===== src/rtl/gray_pkg.sv =====
// Shared types and the Gray-to-binary helper used by both ends of the count link.
package gray_pkg;

    typedef enum logic [1:0] {IDLE, TRACK, FAULT} gray_rx_state_t;

    localparam int G2B_MAXW = 32;

    // Width-generic by zero extension: leading zero Gray bits decode to zero binary bits.
    function automatic logic [G2B_MAXW-1:0] gray2bin(input logic [G2B_MAXW-1:0] g);
        logic [G2B_MAXW-1:0] b;
        b[G2B_MAXW-1] = g[G2B_MAXW-1];
        for (int i = G2B_MAXW - 2; i >= 0; i--) begin
            b[i] = b[i+1] ^ g[i];
        end
        return b;
    endfunction

endpackage


===== src/rtl/gray_rx_if.sv =====
// Gray count link: sampled Gray bus in, decoded count and integrity status out.
interface gray_rx_if #(
    parameter int WIDTH = 3,
    parameter int ERRW  = 6
);
    logic [WIDTH-1:0] gray_in;
    logic             valid_in;
    logic [WIDTH-1:0] bin_out;
    logic             bin_valid;
    logic             dir;
    logic             step_err;
    logic [ERRW-1:0]  err_count;
    logic             locked;

    modport master (
        output gray_in, valid_in,
        input  bin_out, bin_valid, dir, step_err, err_count, locked
    );

    modport slave (
        input  gray_in, valid_in,
        output bin_out, bin_valid, dir, step_err, err_count, locked
    );
endinterface


===== src/rtl/gray2bin_comb.sv =====
// Purely combinational Gray-to-binary decoder for a WIDTH-bit bus.
module gray2bin_comb
    import gray_pkg::*;
#(
    parameter int WIDTH = 3
) (
    input  logic [WIDTH-1:0] gray_i,
    output logic [WIDTH-1:0] bin_o
);
    assign bin_o = WIDTH'(gray2bin(G2B_MAXW'(gray_i)));
endmodule


===== src/rtl/gray_rx.sv =====
// Gray count receiver: decodes samples, classifies each step as hold/up/down/illegal,
// and keeps direction, saturating error count and lock status.
module gray_rx
    import gray_pkg::*;
#(
    parameter int WIDTH  = 3,
    parameter int ERRW   = 6,
    parameter int RELOCK = 2
) (
    input  logic      clk,
    input  logic      reset,
    gray_rx_if.slave  bus
);
    localparam logic [3:0] RELOCK_C = 4'(RELOCK);

    gray_rx_state_t   state_q, state_d;
    logic [WIDTH-1:0] bin_q, bin_d;
    logic             bin_vld_q, bin_vld_d;
    logic             dir_q, dir_d;
    logic             step_err_q, step_err_d;
    logic [ERRW-1:0]  err_cnt_q, err_cnt_d;
    logic             locked_q, locked_d;
    logic [3:0]       rel_cnt_q, rel_cnt_d;

    logic [WIDTH-1:0] bin_new;
    logic [WIDTH-1:0] diff;
    logic             is_hold, is_up, is_down;

    function automatic logic [ERRW-1:0] sat_inc(input logic [ERRW-1:0] v);
        return (&v) ? v : v + ERRW'(1);
    endfunction

    gray2bin_comb #(.WIDTH(WIDTH)) u_dec (
        .gray_i (bus.gray_in),
        .bin_o  (bin_new)
    );

    assign diff    = bin_new - bin_q;
    assign is_hold = (diff == '0);
    assign is_up   = (diff == WIDTH'(1));
    assign is_down = (diff == '1);

    always_comb begin
        state_d    = state_q;
        bin_d      = bin_q;
        bin_vld_d  = 1'b0;
        dir_d      = dir_q;
        step_err_d = 1'b0;
        err_cnt_d  = err_cnt_q;
        rel_cnt_d  = rel_cnt_q;
        // Lock lags the state by one register, so it follows entry/exit one cycle late.
        locked_d   = (state_q == TRACK);

        if (bus.valid_in) begin
            unique case (state_q)
                IDLE: begin
                    bin_d     = bin_new;
                    bin_vld_d = 1'b1;
                    state_d   = TRACK;
                end
                TRACK: begin
                    if (is_up || is_down) begin
                        bin_d     = bin_new;
                        bin_vld_d = 1'b1;
                        dir_d     = is_up;
                    end else if (!is_hold) begin
                        bin_d      = bin_new;
                        bin_vld_d  = 1'b1;
                        step_err_d = 1'b1;
                        err_cnt_d  = sat_inc(err_cnt_q);
                        rel_cnt_d  = '0;
                        state_d    = FAULT;
                    end
                end
                FAULT: begin
                    if (is_up || is_down) begin
                        bin_d     = bin_new;
                        bin_vld_d = 1'b1;
                        dir_d     = is_up;
                        if (rel_cnt_q + 4'd1 >= RELOCK_C) begin
                            rel_cnt_d = '0;
                            state_d   = TRACK;
                        end else begin
                            rel_cnt_d = rel_cnt_q + 4'd1;
                        end
                    end else if (!is_hold) begin
                        bin_d      = bin_new;
                        bin_vld_d  = 1'b1;
                        step_err_d = 1'b1;
                        err_cnt_d  = sat_inc(err_cnt_q);
                        rel_cnt_d  = '0;
                    end
                end
                default: state_d = IDLE;
            endcase
        end
    end

    always_ff @(posedge clk or posedge reset) begin
        if (reset) begin
            state_q    <= IDLE;
            bin_q      <= '0;
            bin_vld_q  <= 1'b0;
            dir_q      <= 1'b1;
            step_err_q <= 1'b0;
            err_cnt_q  <= '0;
            locked_q   <= 1'b0;
            rel_cnt_q  <= '0;
        end else begin
            state_q    <= state_d;
            bin_q      <= bin_d;
            bin_vld_q  <= bin_vld_d;
            dir_q      <= dir_d;
            step_err_q <= step_err_d;
            err_cnt_q  <= err_cnt_d;
            locked_q   <= locked_d;
            rel_cnt_q  <= rel_cnt_d;
        end
    end

    assign bus.bin_out   = bin_q;
    assign bus.bin_valid = bin_vld_q;
    assign bus.dir       = dir_q;
    assign bus.step_err  = step_err_q;
    assign bus.err_count = err_cnt_q;
    assign bus.locked    = locked_q;

endmodule

===== src/flat_wrapper.sv =====
// flat-port wrapper written by rule: the top's interface ports become plain ports
module gray_rx_flat import gray_pkg::*;
#(
    parameter int WIDTH  = 3,
    parameter int ERRW   = 6,
    parameter int RELOCK = 2
)
  (clk, reset, bus_gray_in, bus_valid_in, bus_bin_out, bus_bin_valid, bus_dir, bus_step_err, bus_err_count, bus_locked);
  gray_rx_if #(.WIDTH(WIDTH), .ERRW(ERRW)) bus_i ();
  input  logic clk;
  input  logic reset;
  input wire logic [$bits(bus_i.gray_in)-1:0] bus_gray_in;
  input wire logic [$bits(bus_i.valid_in)-1:0] bus_valid_in;
  output wire logic [$bits(bus_i.bin_out)-1:0] bus_bin_out;
  output wire logic [$bits(bus_i.bin_valid)-1:0] bus_bin_valid;
  output wire logic [$bits(bus_i.dir)-1:0] bus_dir;
  output wire logic [$bits(bus_i.step_err)-1:0] bus_step_err;
  output wire logic [$bits(bus_i.err_count)-1:0] bus_err_count;
  output wire logic [$bits(bus_i.locked)-1:0] bus_locked;
  assign bus_i.gray_in = bus_gray_in;
  assign bus_i.valid_in = bus_valid_in;
  assign bus_bin_out = bus_i.bin_out;
  assign bus_bin_valid = bus_i.bin_valid;
  assign bus_dir = bus_i.dir;
  assign bus_step_err = bus_i.step_err;
  assign bus_err_count = bus_i.err_count;
  assign bus_locked = bus_i.locked;
  gray_rx #(.WIDTH(WIDTH), .ERRW(ERRW), .RELOCK(RELOCK)) u_core (.clk(clk), .reset(reset), .bus(bus_i));
endmodule

===== config.mk =====
export PLATFORM = sky130hd
export DESIGN_NAME = gray_rx_flat
export DESIGN_NICKNAME = d
export VERILOG_FILES = /design/src/rtl/gray_pkg.sv /design/src/rtl/gray_rx_if.sv /design/src/rtl/gray2bin_comb.sv /design/src/rtl/gray_rx.sv /design/src/flat_wrapper.sv
export SDC_FILE = /design/constraint.sdc
export NUM_CORES = 1
export LEC_CHECK = 0
export ABC_AREA = 1
export CORE_UTILIZATION = 52
export CTS_BUF_LIST = sky130_fd_sc_hd__clkbuf_16
export DETAILED_ROUTE_END_ITERATION = 16
export PLACE_DENSITY = 0.78
export SLEW_MARGIN = 20
export SYNTH_ARGS = -nofsm -noshare
export SYNTH_HDL_FRONTEND = slang
export SYNTH_SLANG_ARGS = --single-unit

===== constraint.sdc =====
create_clock -name clk -period 2.7 [get_ports clk]
set_clock_uncertainty 0.15 [all_clocks]
set_input_delay 0.54 -clock clk [delete_from_list [all_inputs] [get_ports clk]]
set_output_delay 0.54 -clock clk [all_outputs]
set_load 0.05 [all_outputs]

==> results of run 1 <==
[worst max-delay path by stage]
stage | startpoint | to | slack (ns) | cells past startpoint
after global routing | bus_gray_in[1] | u_core.rel_cnt_q[3] | -0.06 | 16
after floorplan | bus_gray_in[2] | u_core.rel_cnt_q[0] | 0.03 | 15
after detailed placement | bus_gray_in[2] | u_core.rel_cnt_q[1] | -0.57 | 16
after global placement | bus_gray_in[2] | u_core.rel_cnt_q[1] | -0.44 | 16
final | bus_gray_in[1] | u_core.rel_cnt_q[3] | 0.04 | 16
after CTS | bus_gray_in[1] | u_core.rel_cnt_q[3] | 0.01 | 16
[sequential cells by signal, summed over array words and instances, names as in the netlist]
signal and flops:
u_core.bus.bin_out 3, u_core.bus.bin_valid 1, u_core.bus.dir 1, u_core.bus.err_count 6, u_core.bus.locked 1, u_core.bus.step_err 1
u_core.rel_cnt_q 4, u_core.state_q 2
[layer usage]
layer  wire length (um)  GRT usage  share of wire  vias up
met5                  0          0              0        -
met4                 76     0.1000          0.025        0
met3                175    0.05152          0.058        9
met2               1568     0.4244           0.52       51
met1               1221     0.3068           0.40      529
li1                   -          -              -      531
[report_power, final]
part	internal [mW]	switching (mW)
clock	0.199	0.115
combinational	0.497	0.934
sequential	0.387	0.0899
[logic make-up after synthesis]
logic type,synth area share
DFF,0.3952
buffers and inverters,0.06536
and+or+nand+nor,0.3434
AOI/OAI and AO/OA,0.04563
adders and majority gates,0.09959
xor gates and xnor gates,0.05083
[cell usage in the layout (no fill, tap or decap), types with 2 or more instances in the layout]
| cell type | netlist | layout |
|---|---|---|
| sky130_fd_sc_hd__xor2_1 | 3 | 2 |
| sky130_fd_sc_hd__a21oi_1 | 3 | 3 |
| sky130_fd_sc_hd__inv_1 | 19 | 17 |
| sky130_fd_sc_hd__nand2_4 | 1 | 4 |
| sky130_fd_sc_hd__nand2_1 | 36 | 30 |
| sky130_fd_sc_hd__xnor2_1 | 4 | 3 |
| sky130_fd_sc_hd__nand2_2 | 5 | 8 |
| sky130_fd_sc_hd__clkdlybuf4s50_1 | 0 | 15 |
| sky130_fd_sc_hd__ha_1 | 8 | 8 |
| sky130_fd_sc_hd__buf_4 | 0 | 8 |
| sky130_fd_sc_hd__nand3_1 | 14 | 11 |
| sky130_fd_sc_hd__nor2_4 | 1 | 2 |
| sky130_fd_sc_hd__dfrtp_1 | 18 | 18 |
| sky130_fd_sc_hd__nor2_2 | 1 | 3 |
| sky130_fd_sc_hd__o21ai_0 | 5 | 4 |
| sky130_fd_sc_hd__clkbuf_16 | 0 | 3 |
| sky130_fd_sc_hd__nor2_1 | 15 | 12 |
| sky130_fd_sc_hd__nor3_1 | 2 | 2 |
| sky130_fd_sc_hd__nand3_2 | 3 | 3 |
| sky130_fd_sc_hd__o21ai_1 | 3 | 4 |
| sky130_fd_sc_hd__inv_2 | 2 | 3 |
| sky130_fd_sc_hd__nand3_4 | 1 | 4 |
[area by class of cell]
type | count | area [um2]
inverter | 21 | 81.33
multi-input combinational | 109 | 748.2
clock buffer | 3 | 75.07
sequential | 19 | 476.7
tap | 28 | 35.03
fill | 148 | 531.8
timing repair buffer | 26 | 237.7
clock inverter | 1 | 5.005
[worst min-delay path: cells and delay by family, from the launching register on]
| kind | cells | cell delay, ns |
|---|---|---|
| simple gates | 2 | 0.12 |
| flops | 1 | 0.36 |
[repair_timing]
| action | CTS | global route |
|---|---|---|
| gates cloned | 0 | 0 |
| buffers inserted | 2 | 1 |
| pin swaps | 4 | 9 |
| endpoints found under the setup margin | 18 | 16 |
| gates resized for setup | 9 | 23 |
| hold buffers | 0 | 0 |
[cells in the mapped netlist (2+ instances only)]
cell type                 count
sky130_fd_sc_hd__nand3_2      3
sky130_fd_sc_hd__nor2_1      15
sky130_fd_sc_hd__xnor2_1      4
sky130_fd_sc_hd__dfrtp_1     18
sky130_fd_sc_hd__inv_1       19
sky130_fd_sc_hd__nand2_1     36
sky130_fd_sc_hd__o21ai_0      5
sky130_fd_sc_hd__nand2_2      5
sky130_fd_sc_hd__o21ai_1      3
sky130_fd_sc_hd__ha_1         8
sky130_fd_sc_hd__nand3_1     14
sky130_fd_sc_hd__nor3_1       2
sky130_fd_sc_hd__a21oi_1      3
sky130_fd_sc_hd__inv_2        2
sky130_fd_sc_hd__xor2_1       3
==> impl_metrics.yaml, run 1 <==
status:
  result_of_the_run: "finished clean"
pwr:
  leakagePower_nw: 0.8048
  design_power_total_mw: 2.222
  powerDensity_nw_per_um2: 1339
  power.ir.vdd_worst_uv: 1017
final_layout:
  layout.nets: 195
  drive_gt1_frac: 0.2570
  num_antenna_cells: 0
  postLayoutCoreUtil: 0.7573
  area_delta_synth_final_pct: 37.55
  final_cells: 207
  fin_area_um2: 1659
die:
  die_x_um: 50.16
  ioPinCount: 19
  fp.dieH_um: 50.16
  row_count: 17
  fp.dieArea_um2: 2516
  core_region_area_um2: 2191
  floorplan.initialDensity: 0.5505
drt:
  final_antenna_net_count: 0
  vias_per_cell: 5.411
  routed_vias: 1120
  aggregate_routed_wire_length_um: 3041
  drt_pre_antenna_iters: 4
  drc_errors: 0
  post_drt_wl_per_cell_um: 14.69
  first_iter_violations: 25
cts:
  cts_buf_count: 3
  clock_insertion_delay_worst_skew_ns: 0.25
  clkSlewWorstSetupHoldPaths_ns: 0.06
  cts_root_buffer: "sky130_fd_sc_hd__clkbuf_16"
  clock_tree_from_tritoncts: "yes"
  clock-sinks: 19
  clk_path_buf_depth: 2
  cts.htree.levels: 1
timing:
  max_clock_freq_ghz: 0.3759
  fin_hold_ws_ns: 0.3621
  worst-slew-pin-transition_ns: 0.7296
  fin_ws_ns: 0.04003
  timing.final.crit_share: 0.9852
  maxSlewViolCount: 0
  setup-violations-final: 0
  finalHoldViolations: 0
  post_route_setup_tns_ns: 0
  finalCriticalPeriod_ns: 2.660
  timing.slew.headroom: 0.5131
placed_design:
  dpl_worst_slack_ns: -0.5659
  place.detailed.instances: 200
  port_buffers: 18
  dp_hpwl_um: 1854
  gp_routability_congestion: 0.8659
  post_dp_cell_area_um2: 1459
setup_path:
  crit_path_top_delay_cell: "sky130_fd_sc_hd__fa_2"
  regToRegSetupSlack_ns: 0.53
  critPathMostFrequentCell: "sky130_fd_sc_hd__nand2_2"
  timing.rr.start: "u_core.bus.bin_out[0]"
  worstPathRequired_ns: 2.69
  critical_path.cell_chain: "clkdlybuf4s15_1 > xor2_2 > xnor2_2 > ha_1 > inv_1 > fa_2 > inv_2 > nand2_2 > nand2_2 > nand2_4 > nand3_4 > nand2_2 > nand2_2 > nand2_1 > nor2_2 > nor2_1"
  regToRegEndpoint: "u_core.state_q[0]"
  timing.critical_path.from_type: "input port"
  cp-end-kind: "flip-flop"
  criticalPathCategory: "in2reg"
  timing.reg2reg.worst_path_depth: 11
  cpLargestDelayFamily: "simple AND/OR/NAND/NOR gates"
  cp_max_fo: 3
  worst_endpoint_data_arrival_time_ns: 2.65
  critical_path_buf_inv_count: 3
  max_stage_delay_ns: 0.37
flow_run:
  cap_violations: 0
yosys:
  number_of_enable_flip_flop_cells_after_synthesis: 0
  synth.cell_area_um2: 1206
  net_count_after_synthesis: 164
  count_of_cell_types_in_the_netlist: 24
  netlist.area_leader.share: 0.3734
  synthDominantAreaCellType: "sky130_fd_sc_hd__dfrtp_1"
  synth_area_leaders: "sky130_fd_sc_hd__dfrtp_1 37%, sky130_fd_sc_hd__nand2_1 11%, sky130_fd_sc_hd__ha_1 8.3%"
  ys_warn_count: 0
  synth_sequential_area_ratio: 0.3952
  synth.ff_latch_count: 19
  async_reset_ff_frac: 1.000
  postSynth.topFlopCell: "sky130_fd_sc_hd__dfrtp_1"
  synthCells: 149
  syn-mean-instance-area_um2: 8.095
global_routing:
  vias_in_the_first_global_route: 1096
  grt_max_degree: 20
  wire_length_of_the_first_global_routing_pass_um: 4664
  globalRoute.totalOverflow: 0
  groute.usage.overall: 0.2502
  grt_antenna_before_repair: 0
min_path:
  min_path_cells: 2
  min_from: "u_core.bus.err_count[4]"
  worst_hold_path.endpoint: "u_core.bus.err_count[4]"
  hold_wc_path_type: "reg2reg"
(Power assumes the default switching activity.)
==> inputs of run 2 (changes only) <==
--- a/config.mk
+++ b/config.mk
@@ -6,9 +6,11 @@
 export NUM_CORES = 1
 export LEC_CHECK = 0
 export ABC_AREA = 1
+export CORE_MARGIN = 2
 export CORE_UTILIZATION = 52
 export CTS_BUF_LIST = sky130_fd_sc_hd__clkbuf_16
 export DETAILED_ROUTE_END_ITERATION = 16
+export GPL_ROUTABILITY_DRIVEN = 1
 export PLACE_DENSITY = 0.78
 export SLEW_MARGIN = 20
 export SYNTH_ARGS = -nofsm -noshare
==> impl_metrics.yaml, run 2 (synthesis results as in run 1) <==
drt:
  first_iter_violations: 29
  post_drt_wl_per_cell_um: 14.27
  aggregate_routed_wire_length_um: 2982
  vias_per_cell: 5.378
  final_antenna_net_count: 0
  drt_pre_antenna_iters: 4
  routed_vias: 1124
  drc_errors: 0
timing:
  maxSlewViolCount: 0
  max_clock_freq_ghz: 0.3857
  timing.slew.headroom: 0.5271
  worst-slew-pin-transition_ns: 0.7086
  setup-violations-final: 0
  finalCriticalPeriod_ns: 2.592
  fin_hold_ws_ns: 0.3589
  timing.final.crit_share: 0.9602
  finalHoldViolations: 0
  setup_repair_after_global_routing_missed_its_margin: "false"
setup_path:
  timing.rr.start: "u_core.bus.bin_out[0]"
  cpLargestDelayFamily: "simple AND/OR/NAND/NOR gates"
  timing.reg2reg.worst_path_depth: 12
  cp_max_fo: 3
  worstPathRequired_ns: 2.69
  regToRegSetupSlack_ns: 0.44
  critical_path.cell_chain: "buf_6 > xor2_4 > xnor2_2 > ha_2 > inv_2 > fa_2 > inv_2 > nand2_2 > nand2_1 > nand2_4 > nand3_4 > buf_4 > nand3_1 > nand2_1 > nand3_2 > nand2_1 > nand2_1"
  timing.critical_path.from_type: "input port"
  worst_endpoint_data_arrival_time_ns: 2.58
  cp-end-kind: "flip-flop"
  criticalPathCategory: "in2reg"
  max_stage_delay_ns: 0.36
  crit_path_top_delay_cell: "sky130_fd_sc_hd__fa_2"
  critPathMostFrequentCell: "sky130_fd_sc_hd__nand2_1"
  regToRegEndpoint: "u_core.state_q[1]"
  critical_path_buf_inv_count: 4
global_routing:
  grt_max_degree: 20
  wire_length_of_the_first_global_routing_pass_um: 4678
  vias_in_the_first_global_route: 1138
  grt_antenna_before_repair: 0
  groute.usage.overall: 0.2320
  globalRoute.totalOverflow: 0
placed_design:
  port_buffers: 18
  dp_hpwl_um: 1975
  post_dp_cell_area_um2: 1451
  gp_routability_congestion: 0.8702
  place.detailed.instances: 199
final_layout:
  largest_reg_flops: 6
  area_delta_synth_final_pct: 41.39
  layout.cells.most_common: "sky130_fd_sc_hd__nand2_1"
  mostFrequentLayoutCells: "27 x sky130_fd_sc_hd__nand2_1, 18 x sky130_fd_sc_hd__dfrtp_1, 16 x sky130_fd_sc_hd__inv_1, 15 x sky130_fd_sc_hd__clkdlybuf4s50_1, 12 x sky130_fd_sc_hd__nor2_1"
  drive_gt1_frac: 0.3094
  fin_area_um2: 1705
  layout.nets: 197
  num_antenna_cells: 0
  area_occupied_by_multi_input_gates_um2: 782.0
  n_fill_cell: 142
  ff_latch_area_um2: 476.7
  postLayoutCoreUtil: 0.7709
  final_cells: 209
status:
  result_of_the_run: "finished clean"
cts:
  clock_insertion_delay_worst_skew_ns: 0.25
  clock-sinks: 19
  clock_tree_from_tritoncts: "yes"
  clk_path_buf_depth: 2
  cts.htree.levels: 1
  cts_buf_count: 3
  clkSlewWorstSetupHoldPaths_ns: 0.05
  cts.hold.buffers_added: 0
  cts_root_buffer: "sky130_fd_sc_hd__clkbuf_16"
die:
  core_region_area_um2: 2212
  fp.dieH_um: 52.16
  row_count: 17
  ioPinCount: 19
  floorplan.initialDensity: 0.5452
  die_x_um: 52.16
  fp.dieArea_um2: 2721
flow_run:
  cap_violations: 0
min_path:
  hold_wc_path_type: "reg2reg"
  min_from: "u_core.bus.dir"
  min_path_cells: 2
  worst_hold_path.endpoint: "u_core.bus.dir"
pwr:
  power.ir.vdd_worst_uv: 905.0
  powerDensity_nw_per_um2: 1365
  leakagePower_nw: 0.8265
[run 2: power by group]
group / total [mW] / internal (mW) / switching, mW
Combinational: 1.54 / 0.577 / 0.966
Clock: 0.300 / 0.197 / 0.103
Sequential: 0.485 / 0.387 / 0.0984
[run 2: layout make-up]
type                    count  share of cell area
well taps                  28             0.02054
repair buffers             28              0.1489
multi-input cells         109              0.4585
clock inverters             1            0.002201
flip-flops and latches     19              0.2795
clock buffers               3             0.04402
inverters                  21             0.04622
[run 2: metrics by stage]
| step | setup slack, ns | setup TNS, ns | power [mW] |
|---|---|---|---|
| global placement | -0.4257 | -6.503 | 1.639 |
| detailed placement | -0.6510 | -10.15 | 1.671 |
| global route | 0.02021 | 0 | 2.472 |
| finish | 0.1075 | 0 | 2.327 |
| CTS | 0.004434 | 0 | 2.050 |
| floorplan | 0.03132 | 0 | 1.352 |
[run 2: layer usage]
metal / vias to the layer above / wire (um) / share of wire / global-route usage
met5: - / 0 / 0 / 0
met4: 0 / 95 / 0.032 / 0.1111
met3: 11 / 118 / 0.040 / 0.02586
met2: 36 / 1569 / 0.53 / 0.4325
met1: 539 / 1198 / 0.40 / 0.2592
li1: 538 / - / - / -
[run 2: worst reg2reg max path, cell delays in order, from the launching register on]
cell                      delay (ns)
sky130_fd_sc_hd__dfrtp_1        0.43
sky130_fd_sc_hd__ha_2           0.23
sky130_fd_sc_hd__inv_2          0.05
sky130_fd_sc_hd__fa_2           0.48
sky130_fd_sc_hd__nor2_4         0.19
sky130_fd_sc_hd__inv_2          0.06
sky130_fd_sc_hd__nand3_4        0.10
sky130_fd_sc_hd__buf_4          0.12
sky130_fd_sc_hd__nand3_1        0.07
sky130_fd_sc_hd__nand2_1        0.08
sky130_fd_sc_hd__nand3_2        0.08
sky130_fd_sc_hd__nand2_1        0.07
sky130_fd_sc_hd__nand2_1        0.05
[run 2: worst max path at each step]
| stage | from | slack (ns) | endpoint | depth (start not counted) |
|---|---|---|---|---|
| final | bus_gray_in[2] | 0.11 | u_core.state_q[1] | 17 |
| after global routing | bus_gray_in[2] | 0.02 | u_core.bus.err_count[5] | 13 |
| after CTS | bus_gray_in[1] | 0.004 | u_core.state_q[1] | 15 |
| after detailed placement | bus_gray_in[2] | -0.65 | u_core.rel_cnt_q[2] | 16 |
| after global placement | bus_gray_in[2] | -0.43 | u_core.rel_cnt_q[0] | 16 |
| after floorplan | bus_gray_in[2] | 0.03 | u_core.rel_cnt_q[0] | 15 |
[run 2: timing repair]
| item | CTS | global route |
|---|---|---|
| setup buffers | 1 | 5 |
| pin swaps | 9 | 10 |
| resized for setup | 21 | 23 |
| setup endpoints to repair | 18 | 18 |
==> inputs of run 3 (changes only) <==
--- a/config.mk
+++ b/config.mk
@@ -6,11 +6,11 @@
 export NUM_CORES = 1
 export LEC_CHECK = 0
 export ABC_AREA = 1
-export CORE_MARGIN = 2
 export CORE_UTILIZATION = 52
 export CTS_BUF_LIST = sky130_fd_sc_hd__clkbuf_16
 export DETAILED_ROUTE_END_ITERATION = 16
 export GPL_ROUTABILITY_DRIVEN = 1
+export GPL_TIMING_DRIVEN = 0
 export PLACE_DENSITY = 0.78
 export SLEW_MARGIN = 20
 export SYNTH_ARGS = -nofsm -noshare
==> impl_metrics.yaml, run 3 (synthesis results as in run 1) <==
timing:
  max_clock_freq_ghz: 0.3736
  maxSlewViolCount: 0
  fin_hold_ws_ns: 0.3750
  finalHoldViolations: 0
  timing.slew.headroom: 0.5171
  setup-violations-final: 0
  post_route_setup_tns_ns: 0
  finalCriticalPeriod_ns: 2.676
  timing.final.crit_share: 0.9912
  worst-slew-pin-transition_ns: 0.7235
  fin_ws_ns: 0.02369
global_routing:
  grt_util_met1: 0.2949
  groute.usage.overall: 0.2383
  global_route.usage.met3: 0.05455
  vias_in_the_first_global_route: 1040
  global_route.peak_usage_layer: "met2"
  globalRoute.totalOverflow: 0
  wire_length_of_the_first_global_routing_pass_um: 4436
  use_met2: 0.3978
  grt_antenna_before_repair: 0
  grt_max_degree: 20
final_layout:
  num_antenna_cells: 0
  drive_gt1_frac: 0.3090
  layout.cells.most_common: "sky130_fd_sc_hd__nand2_1"
  area_occupied_by_multi_input_gates_um2: 824.5
  ff_latch_area_um2: 476.7
  postLayoutCoreUtil: 0.7921
  n_fill_cell: 134
  fin_area_um2: 1735
  mostFrequentLayoutCells: "27 x sky130_fd_sc_hd__nand2_1, 18 x sky130_fd_sc_hd__dfrtp_1, 16 x sky130_fd_sc_hd__inv_1, 15 x sky130_fd_sc_hd__clkdlybuf4s50_1, 12 x sky130_fd_sc_hd__nor2_1"
  area_delta_synth_final_pct: 43.88
  layout.nets: 194
  final_cells: 206
  largest_reg_flops: 6
min_path:
  hold_wc_path_type: "reg2reg"
  min_from: "u_core.bus.err_count[4]"
  worst_hold_path.endpoint: "u_core.bus.err_count[4]"
  min_path_cells: 2
setup_path:
  criticalPathCategory: "in2reg"
  regToRegSetupSlack_ns: 0.52
  regToRegEndpoint: "u_core.state_q[0]"
  worst_endpoint_data_arrival_time_ns: 2.67
  cp_max_fo: 4
  worstPathRequired_ns: 2.70
  timing.rr.start: "u_core.bus.bin_out[0]"
  timing.critical_path.from_type: "input port"
  cp-end-kind: "flip-flop"
  timing.reg2reg.worst_path_depth: 12
drt:
  final_antenna_net_count: 0
  vias_per_cell: 5.471
  post_drt_wl_per_cell_um: 15.94
  first_iter_violations: 24
  aggregate_routed_wire_length_um: 3283
  drt_pre_antenna_iters: 5
  routed_vias: 1127
  drc_errors: 0
placed_design:
  dpl_worst_slack_ns: -0.7921
  dp_hpwl_um: 1794
  post_dp_cell_area_um2: 1421
  gp_routability_congestion: 0.8673
  port_buffers: 18
  place.detailed.instances: 195
flow_run:
  cap_violations: 0
status:
  result_of_the_run: "finished clean"
cts:
  cts.htree.levels: 1
  cts_root_buffer: "sky130_fd_sc_hd__clkbuf_16"
  cts.hold.buffers_added: 0
  clock-sinks: 19
  cts_buf_count: 3
  clock_tree_from_tritoncts: "yes"
  clk_path_buf_depth: 2
  clkSlewWorstSetupHoldPaths_ns: 0.05
  clock_insertion_delay_worst_skew_ns: 0.26
die:
  fp.dieH_um: 50.16
  fp.dieArea_um2: 2516
  ioPinCount: 19
  floorplan.initialDensity: 0.5505
  core_region_area_um2: 2191
  die_x_um: 50.16
  row_count: 17
pwr:
  powerDensity_nw_per_um2: 1376
  power.ir.vdd_worst_uv: 949.1
  leakagePower_nw: 0.8379
  design_power_total_mw: 2.388
==> run 3: final cells by class <==
class                   count  share of cell area
multi-input cells         109              0.4751
clock buffers               3             0.04326
repair buffers             25              0.1370
inverters                  21             0.04686
well taps                  28             0.02019
flip-flops and latches     19              0.2747
clock inverters             1            0.002884
==> run 3: power by group <==
part | switching [mW] | total [mW] | internal [mW]
registers | 0.0954 | 0.482 | 0.387
logic | 1.03 | 1.59 | 0.565
clock network | 0.115 | 0.314 | 0.199
==> run 3: how the worst max path moves through the flow <==
stage	start	end	slack, ns	cells past startpoint
after floorplan	bus_gray_in[2]	u_core.rel_cnt_q[0]	0.03	15
after global placement	bus_gray_in[2]	u_core.rel_cnt_q[2]	-0.70	16
after detailed placement	bus_gray_in[2]	u_core.rel_cnt_q[2]	-0.79	16
after CTS	bus_gray_in[1]	u_core.rel_cnt_q[2]	0.002	16
after global routing	bus_gray_in[2]	u_core.state_q[1]	-0.08	17
final	bus_gray_in[2]	u_core.state_q[0]	0.02	15
==> run 3: worst max-delay path: stages <==
cell and delay (ns):
sky130_fd_sc_hd__buf_2 0.17, sky130_fd_sc_hd__xor2_2 0.25, sky130_fd_sc_hd__xnor2_2 0.17, sky130_fd_sc_hd__ha_2 0.20, sky130_fd_sc_hd__inv_1 0.05, sky130_fd_sc_hd__fa_2 0.60
sky130_fd_sc_hd__nand2_2 0.10, sky130_fd_sc_hd__inv_2 0.08, sky130_fd_sc_hd__nand3_4 0.11, sky130_fd_sc_hd__nand2_4 0.10, sky130_fd_sc_hd__nand2_4 0.06, sky130_fd_sc_hd__nand2_2 0.08
sky130_fd_sc_hd__nor2_2 0.04, sky130_fd_sc_hd__nand2_1 0.06, sky130_fd_sc_hd__nand2_1 0.05
==> run 3: metal layers <==
metal / wire, um / up-vias
met4: 147 / 0
met2: 1737 / 34
met1: 1284 / 546
met3: 114 / 13
li1: - / 534
met5: 0 / -
==> run 3: timing repair <==
action | in CTS | in global routing
resized for setup | 13 | 40
pin swaps | 7 | 14
setup endpoints to repair | 18 | 16
buffers inserted | 4 | 3
